File: config.mk
export PLATFORM = sky130hd
export DESIGN_NAME = seq_alu
export DESIGN_NICKNAME = d
export VERILOG_FILES = /design/src/rtl/seq_alu_pkg.sv /design/src/rtl/seq_alu_iter_muldiv.sv /design/src/rtl/seq_alu.sv
export SDC_FILE = /design/constraint.sdc
export NUM_CORES = 1
export LEC_CHECK = 0
export ABC_CLOCK_PERIOD_IN_PS = 10450
export CAP_MARGIN = 10
export CORE_MARGIN = 1
export CORE_UTILIZATION = 40
export DETAILED_ROUTE_END_ITERATION = 16
export PLACE_DENSITY_LB_ADDON = 0.25
export SLEW_MARGIN = 20
export SYNTH_ARGS = -nofsm -noshare
export SYNTH_HDL_FRONTEND = slang
export SYNTH_SLANG_ARGS = --single-unit
File: constraint.sdc
create_clock -name clk -period 10.45 [get_ports clk]
set_clock_uncertainty 0.15 [all_clocks]
set_input_delay 1.5675 -clock clk [delete_from_list [all_inputs] [get_ports clk]]
set_output_delay 1.5675 -clock clk [all_outputs]
set_load 0.02 [all_outputs]
File: src/rtl/seq_alu_pkg.sv
// Shared constants for seq_alu and the core controller: op codes and FSM
// state encodings. Optional feature macro: SEQ_ALU_MULDIV_EN.
package seq_alu_pkg;

  localparam int unsigned ALU_AND  = 0;
  localparam int unsigned ALU_OR   = 1;
  localparam int unsigned ALU_ADD  = 2;
  localparam int unsigned ALU_SUB  = 3;
  localparam int unsigned ALU_SLT  = 4;
  localparam int unsigned ALU_SLTU = 5;
  localparam int unsigned ALU_MUL  = 6;
  localparam int unsigned ALU_DIVU = 7;
  localparam int unsigned ALU_OFF  = 8;

  typedef enum logic [1:0] {
    ST_IDLE = 2'd0,
    ST_CALC = 2'd1,
    ST_DONE = 2'd2
  } state_t;

endpackage

File: src/rtl/seq_alu_iter_muldiv.sv
// Iterative unsigned multiply (shift-add) / restoring divide, one bit per
// cycle. The first step is taken on the start edge directly from the
// operands, so done rises WIDTH cycles after start. Only built when
// SEQ_ALU_MULDIV_EN is defined.
module iter_muldiv #(
  parameter int WIDTH = 32
) (
  input  logic             clk,
  input  logic             rst_n,
  input  logic             start,
  input  logic [WIDTH-1:0] a,
  input  logic [WIDTH-1:0] b,
  input  logic             is_div,
  output logic             done,
  output logic [WIDTH-1:0] lo,
  output logic [WIDTH-1:0] hi
);
  localparam int CNT_W = $clog2(WIDTH);

  logic [CNT_W-1:0] r_cnt;
  logic             r_busy;
  logic             r_div;
  logic [WIDTH-1:0] r_lo, r_hi, r_b;

  logic [WIDTH-1:0] w_lo, w_hi, w_b, w_lo_nxt, w_hi_nxt;
  logic             w_div;
  logic [WIDTH:0]   w_sum, w_rem, w_diff;

  // One iteration step, sourced from the operands on the start cycle
  always_comb begin
    w_lo   = start ? a : r_lo;
    w_hi   = start ? '0 : r_hi;
    w_b    = start ? b : r_b;
    w_div  = start ? is_div : r_div;
    w_sum  = {1'b0, w_hi} + {1'b0, w_b};
    w_rem  = {w_hi, w_lo[WIDTH-1]};
    w_diff = w_rem - {1'b0, w_b};
    if (w_div) begin
      if (!w_diff[WIDTH]) begin
        w_hi_nxt = w_diff[WIDTH-1:0];
        w_lo_nxt = {w_lo[WIDTH-2:0], 1'b1};
      end else begin
        w_hi_nxt = w_rem[WIDTH-1:0];
        w_lo_nxt = {w_lo[WIDTH-2:0], 1'b0};
      end
    end else if (w_lo[0]) begin
      {w_hi_nxt, w_lo_nxt} = {w_sum, w_lo[WIDTH-1:1]};
    end else begin
      {w_hi_nxt, w_lo_nxt} = {1'b0, w_hi, w_lo[WIDTH-1:1]};
    end
  end

  // Bit counter: WIDTH-1 after start, counts down; zero marks completion
  always_ff @(posedge clk) begin
    if (!rst_n) begin
      r_busy <= 1'b0;
      r_cnt  <= '0;
    end else if (start) begin
      r_busy <= 1'b1;
      r_cnt  <= CNT_W'(WIDTH - 1);
    end else if (r_busy) begin
      if (r_cnt == '0) r_busy <= 1'b0;
      else             r_cnt  <= r_cnt - 1'b1;
    end
  end

  // Shift registers: data only, no reset needed
  always_ff @(posedge clk) begin
    if (start || (r_busy && r_cnt != '0)) begin
      r_lo <= w_lo_nxt;
      r_hi <= w_hi_nxt;
    end
    if (start) begin
      r_b   <= b;
      r_div <= is_div;
    end
  end

  assign done = r_busy && (r_cnt == '0);
  assign lo   = r_lo;
  assign hi   = r_hi;

endmodule

File: src/rtl/seq_alu.sv
// Handshaked ALU: single-cycle logic/arith/compare ops, optional iterative
// MUL/DIVU (enabled by SEQ_ALU_MULDIV_EN). At most one op in flight.
module seq_alu
  import seq_alu_pkg::*;
#(
  parameter int WIDTH = 32,
  parameter int OP_W  = 4
) (
  input  logic             clk,
  input  logic             rst_n,
  input  logic             in_valid,
  output logic             in_ready,
  input  logic [OP_W-1:0]  op,
  input  logic [WIDTH-1:0] a,
  input  logic [WIDTH-1:0] b,
  output logic             out_valid,
  input  logic             out_ready,
  output logic [WIDTH-1:0] y,
  output logic [WIDTH-1:0] y_hi,
  output logic             zero,
  output logic             ovf,
  output logic             err
);
  localparam logic [WIDTH-1:0] ZERO_W = '0;

  state_t           r_state, w_state_nxt;
  logic [WIDTH-1:0] r_y, r_y_hi;
  logic             r_zero, r_ovf, r_err;

  logic [WIDTH-1:0] w_y, w_y_hi, w_sum, w_dif;
  logic signed [WIDTH-1:0] w_a_s, w_b_s;
  logic             w_ovf, w_err, w_is_long, w_acc;

  // Signed overflow: operands agree in sign but the result does not
  function automatic logic f_ovf(input logic [WIDTH-1:0] x,
                                 input logic [WIDTH-1:0] bp,
                                 input logic [WIDTH-1:0] r);
    return (x[WIDTH-1] == bp[WIDTH-1]) && (r[WIDTH-1] != x[WIDTH-1]);
  endfunction

  assign w_acc = in_valid && (r_state == ST_IDLE);
  assign w_sum = a + b;
  assign w_dif = a - b;
  assign w_a_s = a;
  assign w_b_s = b;

  // Single-cycle datapath and classification of long ops
  always_comb begin
    w_y       = ZERO_W;
    w_y_hi    = ZERO_W;
    w_ovf     = 1'b0;
    w_err     = 1'b0;
    w_is_long = 1'b0;
    case (op)
      OP_W'(ALU_AND):  w_y = a & b;
      OP_W'(ALU_OR):   w_y = a | b;
      OP_W'(ALU_ADD): begin
        w_y   = w_sum;
        w_ovf = f_ovf(a, b, w_sum);
      end
      OP_W'(ALU_SUB): begin
        w_y   = w_dif;
        w_ovf = f_ovf(a, ~b + 1'b1, w_dif);
      end
      OP_W'(ALU_SLT):  w_y = {{(WIDTH-1){1'b0}}, (w_a_s < w_b_s)};
      OP_W'(ALU_SLTU): w_y = {{(WIDTH-1){1'b0}}, (a < b)};
`ifdef SEQ_ALU_MULDIV_EN
      OP_W'(ALU_MUL):  w_is_long = 1'b1;
      OP_W'(ALU_DIVU): begin
        if (b == ZERO_W) begin
          w_y    = '1;
          w_y_hi = a;
          w_err  = 1'b1;
        end else begin
          w_is_long = 1'b1;
        end
      end
`endif
      OP_W'(ALU_OFF):  w_y = ZERO_W;
      default:         w_err = 1'b1;
    endcase
  end

`ifdef SEQ_ALU_MULDIV_EN
  logic             w_done;
  logic [WIDTH-1:0] w_lo, w_hi;

  iter_muldiv #(.WIDTH(WIDTH)) u_muldiv (
    .clk    (clk),
    .rst_n  (rst_n),
    .start  (w_acc && w_is_long),
    .a      (a),
    .b      (b),
    .is_div (op == OP_W'(ALU_DIVU)),
    .done   (w_done),
    .lo     (w_lo),
    .hi     (w_hi)
  );
`endif

  // FSM state register
  always_ff @(posedge clk) begin
    if (!rst_n) r_state <= ST_IDLE;
    else        r_state <= w_state_nxt;
  end

  // FSM next state
  always_comb begin
    w_state_nxt = r_state;
    case (r_state)
      ST_IDLE: if (w_acc) w_state_nxt = w_is_long ? ST_CALC : ST_DONE;
`ifdef SEQ_ALU_MULDIV_EN
      ST_CALC: if (w_done) w_state_nxt = ST_DONE;
`endif
      ST_DONE: if (out_ready) w_state_nxt = ST_IDLE;
      default: w_state_nxt = ST_IDLE;
    endcase
  end

  // Result registers: loaded on a single-cycle accept or at the end of CALC
  always_ff @(posedge clk) begin
    if (!rst_n) begin
      r_y    <= ZERO_W;
      r_y_hi <= ZERO_W;
      r_zero <= 1'b0;
      r_ovf  <= 1'b0;
      r_err  <= 1'b0;
    end else if (w_acc && !w_is_long) begin
      r_y    <= w_y;
      r_y_hi <= w_y_hi;
      r_zero <= (w_y == ZERO_W);
      r_ovf  <= w_ovf;
      r_err  <= w_err;
    end
`ifdef SEQ_ALU_MULDIV_EN
    else if (r_state == ST_CALC && w_done) begin
      r_y    <= w_lo;
      r_y_hi <= w_hi;
      r_zero <= (w_lo == ZERO_W);
      r_ovf  <= 1'b0;
      r_err  <= 1'b0;
    end
`endif
  end

  assign in_ready  = (r_state == ST_IDLE);
  assign out_valid = (r_state == ST_DONE);
  assign y         = r_y;
  assign y_hi      = r_y_hi;
  assign zero      = r_zero;
  assign ovf       = r_ovf;
  assign err       = r_err;

endmodule

==> flow_metrics.env <==
export IMPL_slowest_stage="a2111oi_1"
export IMPL_drv_slew=0
export IMPL_rows=47
export IMPL_path_cells="clkdlybuf4s50_1 > inv_1 > ha_1 > nor2_1 > and3_1 > a221o_1 > a2111oi_1 > o31a_1 > o21ai_0 > nor3_1 > o211a_1 > and4b_1 > a32o_2"
export IMPL_path_max_fanout=9
export IMPL_clkLatencyLatePin_ns=0.27
export IMPL_drt_pass1_iterations=6
export IMPL_regToRegSetupSlack_ns=8.06
export IMPL_timing_hold_violations_final=0
export IMPL_cts_clk_slew_worst_paths_ns=0.05
export IMPL_placed_area_um2=7880
export IMPL_min_path_type="flip-flop to flip-flop"
export IMPL_grt_overflow_total=0
export IMPL_cp_start_kind="primary input"
export IMPL_r2r_cells=11
export IMPL_setup_viol=0
export IMPL_endpoint_kind="flip-flop"
export IMPL_min_path_cells=2
export IMPL_crit_buf_inv=2
export IMPL_grt_start_max_net_pins=64
export IMPL_p_leak_nw=3.52
export IMPL_avgSynthCellArea_um2=6.98
export IMPL_route_detailed_drc=0
export IMPL_fin_tns_setup_ns=0
export IMPL_grt_use_total_pct=25.7
export IMPL_dr_first_iter_drc_count=772
export IMPL_drive_above_1_share_pct=3.80
export IMPL_core_area_um2=16800
export IMPL_synth_seq_cells=36
export IMPL_r2r_start="r_state[1]"
export IMPL_wl_per_cell_um=18.4
export IMPL_wl_um=23400
export IMPL_synth_edf_count=0
export IMPL_final_area_um2=8030
export IMPL_clock_path_buffers=2
export IMPL_ys_seq_area_share_pct=10.4
export IMPL_cts_resized=0
export IMPL_startpoint="b[6]"
export IMPL_n_antenna_cell=0
export IMPL_syn_to_final_growth_pct=15.7
export IMPL_path_depth=13
export IMPL_crit_required_ns=10.52
export IMPL_postCtsSetupBuffers=0
export IMPL_via_per_inst=5.88
export IMPL_io_pins=141
export IMPL_grt_pass1_wl_um=36500
export IMPL_async_reset_ff_share_pct=0
export IMPL_stdcell_count=1272
export IMPL_ir_drop_mv=0.0930
export IMPL_crit_family="compound AO/OA/AOI/OAI gates"
export IMPL_rsz0062_at_grt="no"
export IMPL_cap_violations=0
export IMPL_syn_area_um2=6950
export IMPL_portBuffers=108
export IMPL_min_period_ns=5.71
export IMPL_relSlewSlack_pct=33.9
export IMPL_critical_path_endpoint="zero"
export IMPL_finalCritPeriodShare_pct=54.6
export IMPL_status="finished clean"
export IMPL_netlist_area_leader_share_pct=17.8
export IMPL_synth_area_leader_cell="ha_1"
export IMPL_cts_made_buffers=5
export IMPL_ys_types=87
export IMPL_root_buffer="clkbuf_16"
export IMPL_first_global_vias=6568
export IMPL_ys_warn_count=0
export IMPL_die_x_um=134
export IMPL_p_per_area_nw_per_um2=86.4
export IMPL_hpwl_um=18800
export IMPL_mostFrequentLayoutCell="clkdlybuf4s50_1"
export IMPL_initial_core_util_pct=41.4
export IMPL_fmax_mhz=175
export IMPL_cts_tree="built"
export IMPL_final_cell_mix="clkdlybuf4s50_1, ha_1, inv_1, a21oi_1, nor2_1"
export IMPL_nets=1225
export IMPL_yosys_most_used_dff="dfxtp_1"
export IMPL_vias=7479
export IMPL_cts_num_sinks=36
export IMPL_crit_path_max_incr_delay_ns=0.69
export IMPL_htree_levels=2
export IMPL_antenna_found_initial=0
export IMPL_postCtsHoldBufs=0
export IMPL_die_height_um=134
export IMPL_syn_instance_count=995
export IMPL_place_inst=1265
export IMPL_path_class="primary input to flip-flop"
export IMPL_die_area_um2=17900
export IMPL_netlist_top_cells_area="ha_1, dfxtp_1, a21oi_1, inv_1, buf_4"
export IMPL_globalplace_congestion=0.974
export IMPL_rr_endpoint="zero"
export IMPL_cp_arrival_ns=5.78
export IMPL_max_slew_worst_pin_slew_ns=0.991
export IMPL_detail_route_antenna_nets=0
stage by stage:
| step | utilization (%) | hold slack (ns) | total power [mW] | worst slack [ns] |
|---|---|---|---|---|
| 3_5_place_dp | 47.0 | 0.296 | 0.535 | 4.61 |
| 2_1_floorplan | - | 0.380 | 0.423 | 5.71 |
| 5_1_grt | 47.9 | 0.325 | 0.739 | 4.65 |
| 4_1_cts | 47.9 | 0.302 | 0.687 | 4.89 |
| 3_3_place_gp | 47.0 | 0.288 | 0.535 | 4.59 |
| 6_report | 47.9 | 0.301 | 0.694 | 4.74 |
worst min-delay path: cells and delay by family, from the launching register on:
| family | cells | cell delay, ns |
|---|---|---|
| flops | 1 | 0.30 |
| simple gates | 1 | 0.05 |
| compound gates | 1 | 0.05 |
cell type report:
type	instances	area, µm²
clock buffer	7	153
fill	1720	8730
inverter	98	368
multi-input combinational	797	5400
sequential	36	721
tap	220	275
timing repair buffer	114	1120
logic make-up after synthesis:
kind of cell | synth area share, %
other | 0.0540
XOR/XNOR | 3.28
AO/OA/AOI/OAI | 30.0
buffers and inverters | 13.7
adder cells (fa/ha/maj) | 18.4
multiplexers | 2.36
flip-flops | 10.4
AND/OR/NAND/NOR | 21.8
sequential cells by signal (all words and copies together) (netlist names):
| name | count |
|---|---|
| y | 32 |
| r_state | 1 |
| ovf | 1 |
| zero | 1 |
| err | 1 |
metal layers:
| metal | share of wire [%] | track usage [%] |
|---|---|---|
| met4 | 1.7 | 5.11 |
| met2 | 42 | 38.2 |
| met5 | 0 | 0 |
| met1 | 48 | 38.6 |
| met3 | 8.5 | 4.01 |
cells in the mapped netlist, drive strengths merged, types with 4 or more instances:
cell type  count
xnor2         23
and3          10
nand2b         6
a31oi         12
o211ai        12
o21a           4
inv           98
ha            99
nor2b         13
a2111oi        6
a311oi         5
clkbuf        31
o2111ai        4
o21bai        11
o22ai          7
o31ai         11
nor2          87
a21o          13
or4            4
or2            7
and2           6
nand2         65
mux2i         13
o211a          5
nor3          34
nand4          9
a211o          4
or3            5
dfxtp         36
a221oi         4
buf           64
a211oi        24
a21oi         90
a41oi          5
nor4          22
o21ai         63
nand3         31
report_power, final:
part           switching, mW  internal, mW  leakage, nW  total [mW]
logic                  0.242         0.148         3.15       0.390
clock network         0.0527        0.0999       0.0760       0.153
registers            0.00526         0.146        0.295       0.152
total                  0.300         0.394         3.52       0.694
worst min-delay path by stage:
stage / startpoint / endpoint
after global placement: y[16] / y[16]
after CTS: err / err
after detailed placement: err / err
after global routing: y[26] / y[26]
after floorplan: y[10] / y[10]
final: err / err
Note: power is estimated with default switching activity, not from simulation.
